$ cat src/rtl/byte_decode_pkg.sv
// byte_decode_pkg: shared constants and types for the streaming ByteDecode_d unit.
// Imported by the accumulator and the top level.
package byte_decode_pkg;

    localparam int N_COEF = 256;
    localparam int D_MAX  = 12;
    localparam int Q      = 3329;
    localparam int BUF_W  = D_MAX + 8;

    localparam int DW   = $clog2(D_MAX + 1);
    localparam int CW   = $clog2(BUF_W + 1);
    localparam int BL_W = $clog2(N_COEF * D_MAX / 8 + 1);
    localparam int CC_W = $clog2(N_COEF + 1);

    typedef enum logic [1:0] {
        IDLE,
        RUN,
        DONE
    } state_t;

    typedef logic [D_MAX-1:0] coef_t;
    typedef logic [DW-1:0]    d_t;
    typedef logic [CW-1:0]    cnt_t;

    // Bytes needed for one job of width d (N_COEF is a multiple of 8).
    function automatic logic [BL_W-1:0] bytes_for(input d_t d);
        return BL_W'((N_COEF / 8) * int'(d));
    endfunction

endpackage

$ cat src/rtl/byte_decode_stream_bit_accumulator.sv
// bit_accumulator: narrow LSB-first bit buffer.
// Bytes land above the valid bits; coefficients leave from bit 0.
module bit_accumulator
    import byte_decode_pkg::*;
(
    input  logic             clk,
    input  logic             rst_n,
    input  logic             clr,
    input  logic             push,
    input  logic             pop,
    input  logic [7:0]       din,
    input  d_t               d,
    output logic [BUF_W-1:0] acc,
    output cnt_t             bit_cnt
);

    logic [BUF_W-1:0] shifted;
    logic [BUF_W-1:0] placed;
    cnt_t             base;

    // Shift out a popped coefficient first, then place the new byte on top.
    always_comb begin
        shifted = pop ? (acc >> d) : acc;
        base    = pop ? (bit_cnt - cnt_t'(d)) : bit_cnt;
        placed  = '0;
        if (push) begin
            placed = BUF_W'(din) << base;
        end
    end

    // Buffer and fill level; bits above bit_cnt are always zero.
    always_ff @(posedge clk) begin
        if (!rst_n) begin
            acc     <= '0;
            bit_cnt <= '0;
        end else if (clr) begin
            acc     <= '0;
            bit_cnt <= '0;
        end else begin
            acc     <= shifted | placed;
            bit_cnt <= base + (push ? cnt_t'(8) : cnt_t'(0));
        end
    end

endmodule

$ cat src/rtl/byte_decode_stream.sv
// byte_decode_stream: streaming ByteDecode_d, bytes in, d-bit coefficients out.
// Holds the job FSM, byte/coefficient counters and the mod-Q stage.
module byte_decode_stream
    import byte_decode_pkg::*;
(
    input  logic             clk,
    input  logic             rst_n,
    input  logic             start,
    input  logic [DW-1:0]    cfg_d,
    input  logic             in_valid,
    output logic             in_ready,
    input  logic [7:0]       in_byte,
    output logic             out_valid,
    input  logic             out_ready,
    output logic [D_MAX-1:0] out_coef,
    output logic             busy,
    output logic             done,
    output logic             err
);

    state_t           state;
    d_t               d_q;
    logic [BL_W-1:0]  bytes_left;
    logic [CC_W-1:0]  coef_cnt;
    logic [BUF_W-1:0] acc;
    cnt_t             bit_cnt;
    logic             cfg_ok;
    logic             start_ok;
    logic             push;
    logic             pop;
    coef_t            mask;
    coef_t            raw;

    assign cfg_ok   = (cfg_d != '0) && (cfg_d <= d_t'(D_MAX));
    assign start_ok = (state == IDLE) && start && cfg_ok;

    assign in_ready  = (state == RUN) && (bytes_left != '0)
                     && (bit_cnt <= cnt_t'(BUF_W - 8));
    assign out_valid = (state == RUN) && (bit_cnt >= cnt_t'(d_q));

    assign push = in_valid && in_ready;
    assign pop  = out_valid && out_ready;

    bit_accumulator u_acc (
        .clk     (clk),
        .rst_n   (rst_n),
        .clr     (start_ok),
        .push    (push),
        .pop     (pop),
        .din     (in_byte),
        .d       (d_q),
        .acc     (acc),
        .bit_cnt (bit_cnt)
    );

    // Low d bits of the buffer, with a single conditional subtract at d = D_MAX.
    always_comb begin
        mask     = ~({D_MAX{1'b1}} << d_q);
        raw      = acc[D_MAX-1:0] & mask;
        out_coef = raw;
        if ((d_q == d_t'(D_MAX)) && (raw >= coef_t'(Q))) begin
            out_coef = raw - coef_t'(Q);
        end
    end

    // Job FSM with registered busy/done/err pulses.
    always_ff @(posedge clk) begin
        if (!rst_n) begin
            state      <= IDLE;
            d_q        <= '0;
            bytes_left <= '0;
            coef_cnt   <= '0;
            busy       <= 1'b0;
            done       <= 1'b0;
            err        <= 1'b0;
        end else begin
            done <= 1'b0;
            err  <= 1'b0;
            unique case (state)
                IDLE: begin
                    if (start && cfg_ok) begin
                        state      <= RUN;
                        d_q        <= cfg_d;
                        bytes_left <= bytes_for(cfg_d);
                        coef_cnt   <= '0;
                        busy       <= 1'b1;
                    end else if (start) begin
                        err <= 1'b1;
                    end
                end
                RUN: begin
                    if (push) begin
                        bytes_left <= bytes_left - 1'b1;
                    end
                    if (pop) begin
                        coef_cnt <= coef_cnt + 1'b1;
                        if (coef_cnt == CC_W'(N_COEF - 1)) begin
                            state <= DONE;
                            busy  <= 1'b0;
                            done  <= 1'b1;
                        end
                    end
                end
                DONE: begin
                    state <= IDLE;
                end
                default: begin
                    state <= IDLE;
                end
            endcase
        end
    end

endmodule

$ cat config.mk
export PLATFORM = sky130hd
export DESIGN_NAME = byte_decode_stream
export DESIGN_NICKNAME = d
export VERILOG_FILES = /design/src/rtl/byte_decode_pkg.sv /design/src/rtl/byte_decode_stream_bit_accumulator.sv /design/src/rtl/byte_decode_stream.sv
export SDC_FILE = /design/constraint.sdc
export NUM_CORES = 1
export LEC_CHECK = 0
export ABC_AREA = 1
export CELL_PAD_IN_SITES_DETAIL_PLACEMENT = 0
export CELL_PAD_IN_SITES_GLOBAL_PLACEMENT = 1
export CORE_ASPECT_RATIO = 0.8
export CORE_MARGIN = 4
export CORE_UTILIZATION = 40
export CTS_BUF_LIST = sky130_fd_sc_hd__clkbuf_8
export DETAILED_ROUTE_END_ITERATION = 16
export DONT_BUFFER_PORTS = 1
export PLACE_DENSITY_LB_ADDON = 0.1
export SLEW_MARGIN = 20
export SYNTH_ARGS = -nofsm -noshare
export SYNTH_HDL_FRONTEND = slang
export SYNTH_SLANG_ARGS = --single-unit
export TNS_END_PERCENT = 100
$ cat constraint.sdc
create_clock -name clk -period 7.4 [get_ports clk]
set_input_delay 0.74 -clock clk [delete_from_list [all_inputs] [get_ports clk]]
set_output_delay 0.74 -clock clk [all_outputs]
set_load 0.05 [all_outputs]
Word level (Yosys, flattened, before mapping). Index checks and enable logic that the tools add are counted.

Bits in latches: 0. Memories kept: 0. Memory bits (read-only): 0. Input port bits: 17. Memory bits (writable): 0. Bits in registers: 52. Logic and storage cells: 76.

Divide/modulo/power cells: 0. Multiplexer cells: 21. Bitwise operators: 5. Add/subtract/negate cells: 5. Reductions and logical operators: 22. $mul: 0. Order comparisons: 4. Shift-type cells: 3. Eq/ne operators: 7.

Operators with widths (count): $mux 20 (2); $mux 9 (4); $pmux 9 s2 (2); $or 20x20->20 (1); $shl 8x5->20 (1); $shr 20x4->20 (1); $and 12x12->12 (1); $ge 12x12->1 const B (1); $mux 12 (1); $not 12->12 (1); $reduce_and 3->1 (4); $shl 12x4->12 const A (1); $sub 12x12->12 const B (1); $logic_and 1x1->1 (10); $add 9x1->9 const B (1); $eq 9x8->1 const B (1); $reduce_bool 9->1 (1); $sub 9x1->9 const B (1); $ne 2x1->1 const B (4); $mux 2 (3); $add 5x5->5 (1); $ge 5x4->1 (1); $le 5x4->1 const B (1); $mux 1 (5); 16 further kinds (17).

Depth between registers and ports, before layout.
Depth after elaboration: 7. Mapped depth: 19.

Cells and area by module. Synthesis repeated with hierarchy kept, for this count alone.

Cells, all modules: 833. Area total of the unflattened synthesis: 4748.3 um^2.

By module, submodules not included: bit_accumulator (cells each 460, area an instance 2547.4 um^2, sequential area each 500.5 um^2, times used 1); byte_decode_stream (cells each 373, area an instance 2200.9 um^2, sequential area each 540.5 um^2, times used 1).

Least setup slack after synthesis. Ideal clock, no wire load.

Path kind: reg-to-output. From: register d_q[3]. To: output out_coef[10]. Arrival time: 2799 ps. Slack: 3861 ps. Data required time: 6660 ps. Buffers on the path: 1. Cell stages (with the launch flop): 14. Cells stage by stage: dfxtp_1 buf_2 nor2_2 nand2_1 nand2_1 ha_1 inv_1 nor2_1 inv_1 nand2_1 o311ai_1 nand2_1 inv_2 a21boi_0.

Cells in the longest elaborated chain, start to end: 6. Elaborated cells between the ends (all ways): 8. Those cells by class: add/sub: 1; order compare: 1; eq/ne: 1; shift: 1; mux: 1; bitwise: 2; reduce/logical: 1.

Ends and longest elaborated chain: from (decl) (line byte_decode_stream.sv:22) `d_t d_q;`; from (signal assigned) (line byte_decode_stream.sv:83) `d_q <= cfg_d;`; $shl 12x4->12 (line byte_decode_stream.sv:58) `mask = ~({D_MAX{1'b1}} << d_q);`; $not 12->12 (line byte_decode_stream.sv:58); $and 12x12->12 (line byte_decode_stream.sv:59) `raw = acc[D_MAX-1:0] & mask;`; $ge 12x12->1 (line byte_decode_stream.sv:61) `if ((d_q == d_t'(D_MAX)) && (raw >= coef_t'(Q))) begin`; $logic_and 1x1->1 (line byte_decode_stream.sv:61); $mux 12 * (line byte_decode_stream.sv:61); to (decl) (line byte_decode_stream.sv:15) `output logic [D_MAX-1:0] out_coef,`.

Mark *: on every way between the ends. The rest lies on a longest branch, timed or not.

Worst setup path after layout.
From: register d_q[3]. To: output out_coef[0].

The elaborated chain is that of the path after synthesis.

==> reports/qor.yml <==
status: "completed"
cts_tree: "built"
synth_ff_type: "dfxtp_1"
wl_mm: 12.7
max_freq_ghz: 0.206
synth_top_cell_area_share_pct: 24.9
min_period_over_period_pct: 65.6
row_count: 33
clock-sinks: 52
h-tree-depth: 2
rsz0062_at_grt: "no"
maxCapViolCount: 0
placedCellCount: 802
avgSynthCellArea_um2: 6.12
synth_most_common_cell: "nand2_1"
cp_slowest_cell: "xor2_1"
crit_required_ns: 6.66
die-area_um2: 12200
synth_cell_types: 49
ir_worst_vdd_uv: 131
setup.worst_path.start_class: "flip-flop"
cts_buffers: 5
place.gp.congestion: 0.882
gr-total-overflow: 0
syn_nets: 713
core-area_um2: 10200
maxSlewViolCount: 0
hpwl_mm: 9.66
place_ws_ns: 2.82
yosysSeqAreaShare_pct: 24.9
initial_core_util_pct: 40.9
synth-edff-count: 0
min_path_type: "reg2reg"
critical_path_class: "reg2out"
remaining_drc_errors: 0
first_pass_iters: 5
synth-seq-cells: 52
nets: 697
hold_ws_ns: 0.462
ant_nets: 0
slew_headroom_pct: 30.0
wl_per_cell_um: 15.7
tightest_slew_ns: 1.05
n_antenna_cell: 0
worstPathArrival_ns: 4.11
grt_usage_pct: 20.9
stdcell_count: 810
path_common_cell: "nand2_1"
dr_total_vias: 4398
drt_iter0_markers: 459
fin_tns_setup_ns: 0
synth_area_leaders: "dfxtp_1 25%, nand2_1 15%, o21ai_0 7.4%"
grt_start_max_net_pins: 34
path_max_fanout: 20
fin_worst_skew_ns: 0.0115
fin_ws_ns: 2.55
die_x_um: 122
area_growth_pct: 3.46
critPathMaxStageDelay_ns: 0.88
antenna_found_initial: 0
hold_viol: 0
path_cells: "clkinv_1, nor3_1, nand2_1, inv_1, nand2_1, o311ai_1, nand2_1, xor2_1"
grt_pass1_vias: 3900
ioPinCount: 34
syn_area_um2: 4190
yosys-top-cells-count: "171 x nand2_1, 77 x inv_1, 62 x o21ai_0"
synth_area_leader_cell: "dfxtp_1"
clockRootBuffer: "clkbuf_8"
numPortBuffers: 0
cts.path.max_buffers: 2
p_leak_nw: 1.83
drive_above_1_share_pct: 6.27
post_cts_buffers: 0
netlist_instances: 685
nFillCells: 1172
grt_pass1_wl_mm: 20.5
viasPerCell: 5.43
final-setup-viol-count: 0
fin_crit_ns: 4.85
yosys_warnings: 0
post_cts_resized: 0
die_y_um: 99.5
cts_hold_buf: 0
power_density_nw_per_um2: 329
clk_pin_slew_ns: 0.10
end_kind: "output port"
synth-async-reset-ratio_pct: 0
clk_latency_ns: 0.32
power breakdown:
part / switching [W] / internal, W / total (W)
registers: 0.0000672 / 0.000335 / 0.000402
clock network: 0.000107 / 0.0000682 / 0.000175
logic: 0.000606 / 0.000242 / 0.000848
stage by stage:
stage / utilization, % / cell area (um2) / power, W
floorplan: - / 4190 / 0.00107
global placement: 41.4 / 4240 / 0.00125
detailed placement: 41.4 / 4240 / 0.00124
CTS: 42.3 / 4330 / 0.00142
global route: 42.3 / 4330 / 0.00155
finish: 42.3 / 4330 / 0.00142
sequential cells by signal, indices dropped and copies added (netlist names):
| register | count |
|---|---|
| u_acc.acc | 20 |
| bytes_left | 9 |
| coef_cnt | 9 |
| u_acc.bit_cnt | 5 |
| d_q | 4 |
| state | 2 |
| busy | 1 |
| done | 1 |
| err | 1 |
layout make-up:
| cell class | count | area [um2] | area share [%] |
|---|---|---|---|
| inverter | 87 | 327 | 7.53 |
| tap | 140 | 175 | 4.04 |
| sequential | 52 | 1040 | 24.0 |
| multi-input combinational | 520 | 2680 | 61.8 |
| clock buffer | 5 | 68.8 | 1.59 |
| clock inverter | 3 | 22.5 | 0.520 |
| timing repair buffer | 3 | 22.5 | 0.520 |
cell usage in the layout (no fill, tap or decap), drive strengths merged, types with 3 or more instances in the layout:
master  instances
o211ai          7
dfxtp          52
ha             10
nand4          17
nor2           57
a31oi           6
nor3b           3
buf             3
clkbuf          5
xor2            9
nand3          58
o21ai          77
nor3           12
inv            86
o22ai           4
a22oi           4
a221oi          3
o21a            3
clkinv          4
nand2         180
a21oi          53
metal layers:
metal / vias up / track usage, % / wire length, um
li1: 2255 / - / -
met1: 2031 / 33.2 / 6620
met2: 108 / 30.4 / 5370
met3: 4 / 3.01 / 666
met4: 0 / 2.32 / 48
met5: - / 0 / 0
final timing paths:
| check | slack (ns) | startpoint | to | cells past startpoint |
|---|---|---|---|---|
| max | 2.55 | d_q[3]$_SDFFE_PN0P_ | out_coef[0] | 8 |
| min reg2reg | 0.46 | coef_cnt[4]$_SDFFE_PN0P_ | coef_cnt[4]$_SDFFE_PN0P_ | 2 |
| max reg2reg | 2.77 | d_q[3]$_SDFFE_PN0P_ | u_acc.bit_cnt[4]$_SDFF_PP0_ | 14 |
| min | 0.46 | coef_cnt[4]$_SDFFE_PN0P_ | coef_cnt[4]$_SDFFE_PN0P_ | 2 |
worst max-delay path, delay by kind of cell (launching register included):
kind / cells / cell delay [ns]
compound gates: 1 / 0.27
xor+xnor: 1 / 0.88
buf+inv: 2 / 0.77
flops: 1 / 0.80
simple gates: 4 / 1.06
cell families (layout without fill, tap and decap cells):
| family | after synthesis | in the layout | synth area share, % |
|---|---|---|---|
| multiplexers | 1 | 1 | 0.239 |
| flip-flops | 52 | 52 | 24.9 |
| adder cells (fa/ha/maj) | 11 | 11 | 3.46 |
| XOR/XNOR | 11 | 11 | 2.30 |
| AO/OA/AOI/OAI | 165 | 165 | 22.6 |
| AND/OR/NAND/NOR | 332 | 332 | 35.3 |
| buffers and inverters | 113 | 98 | 11.2 |
(Power assumes the default switching activity.)
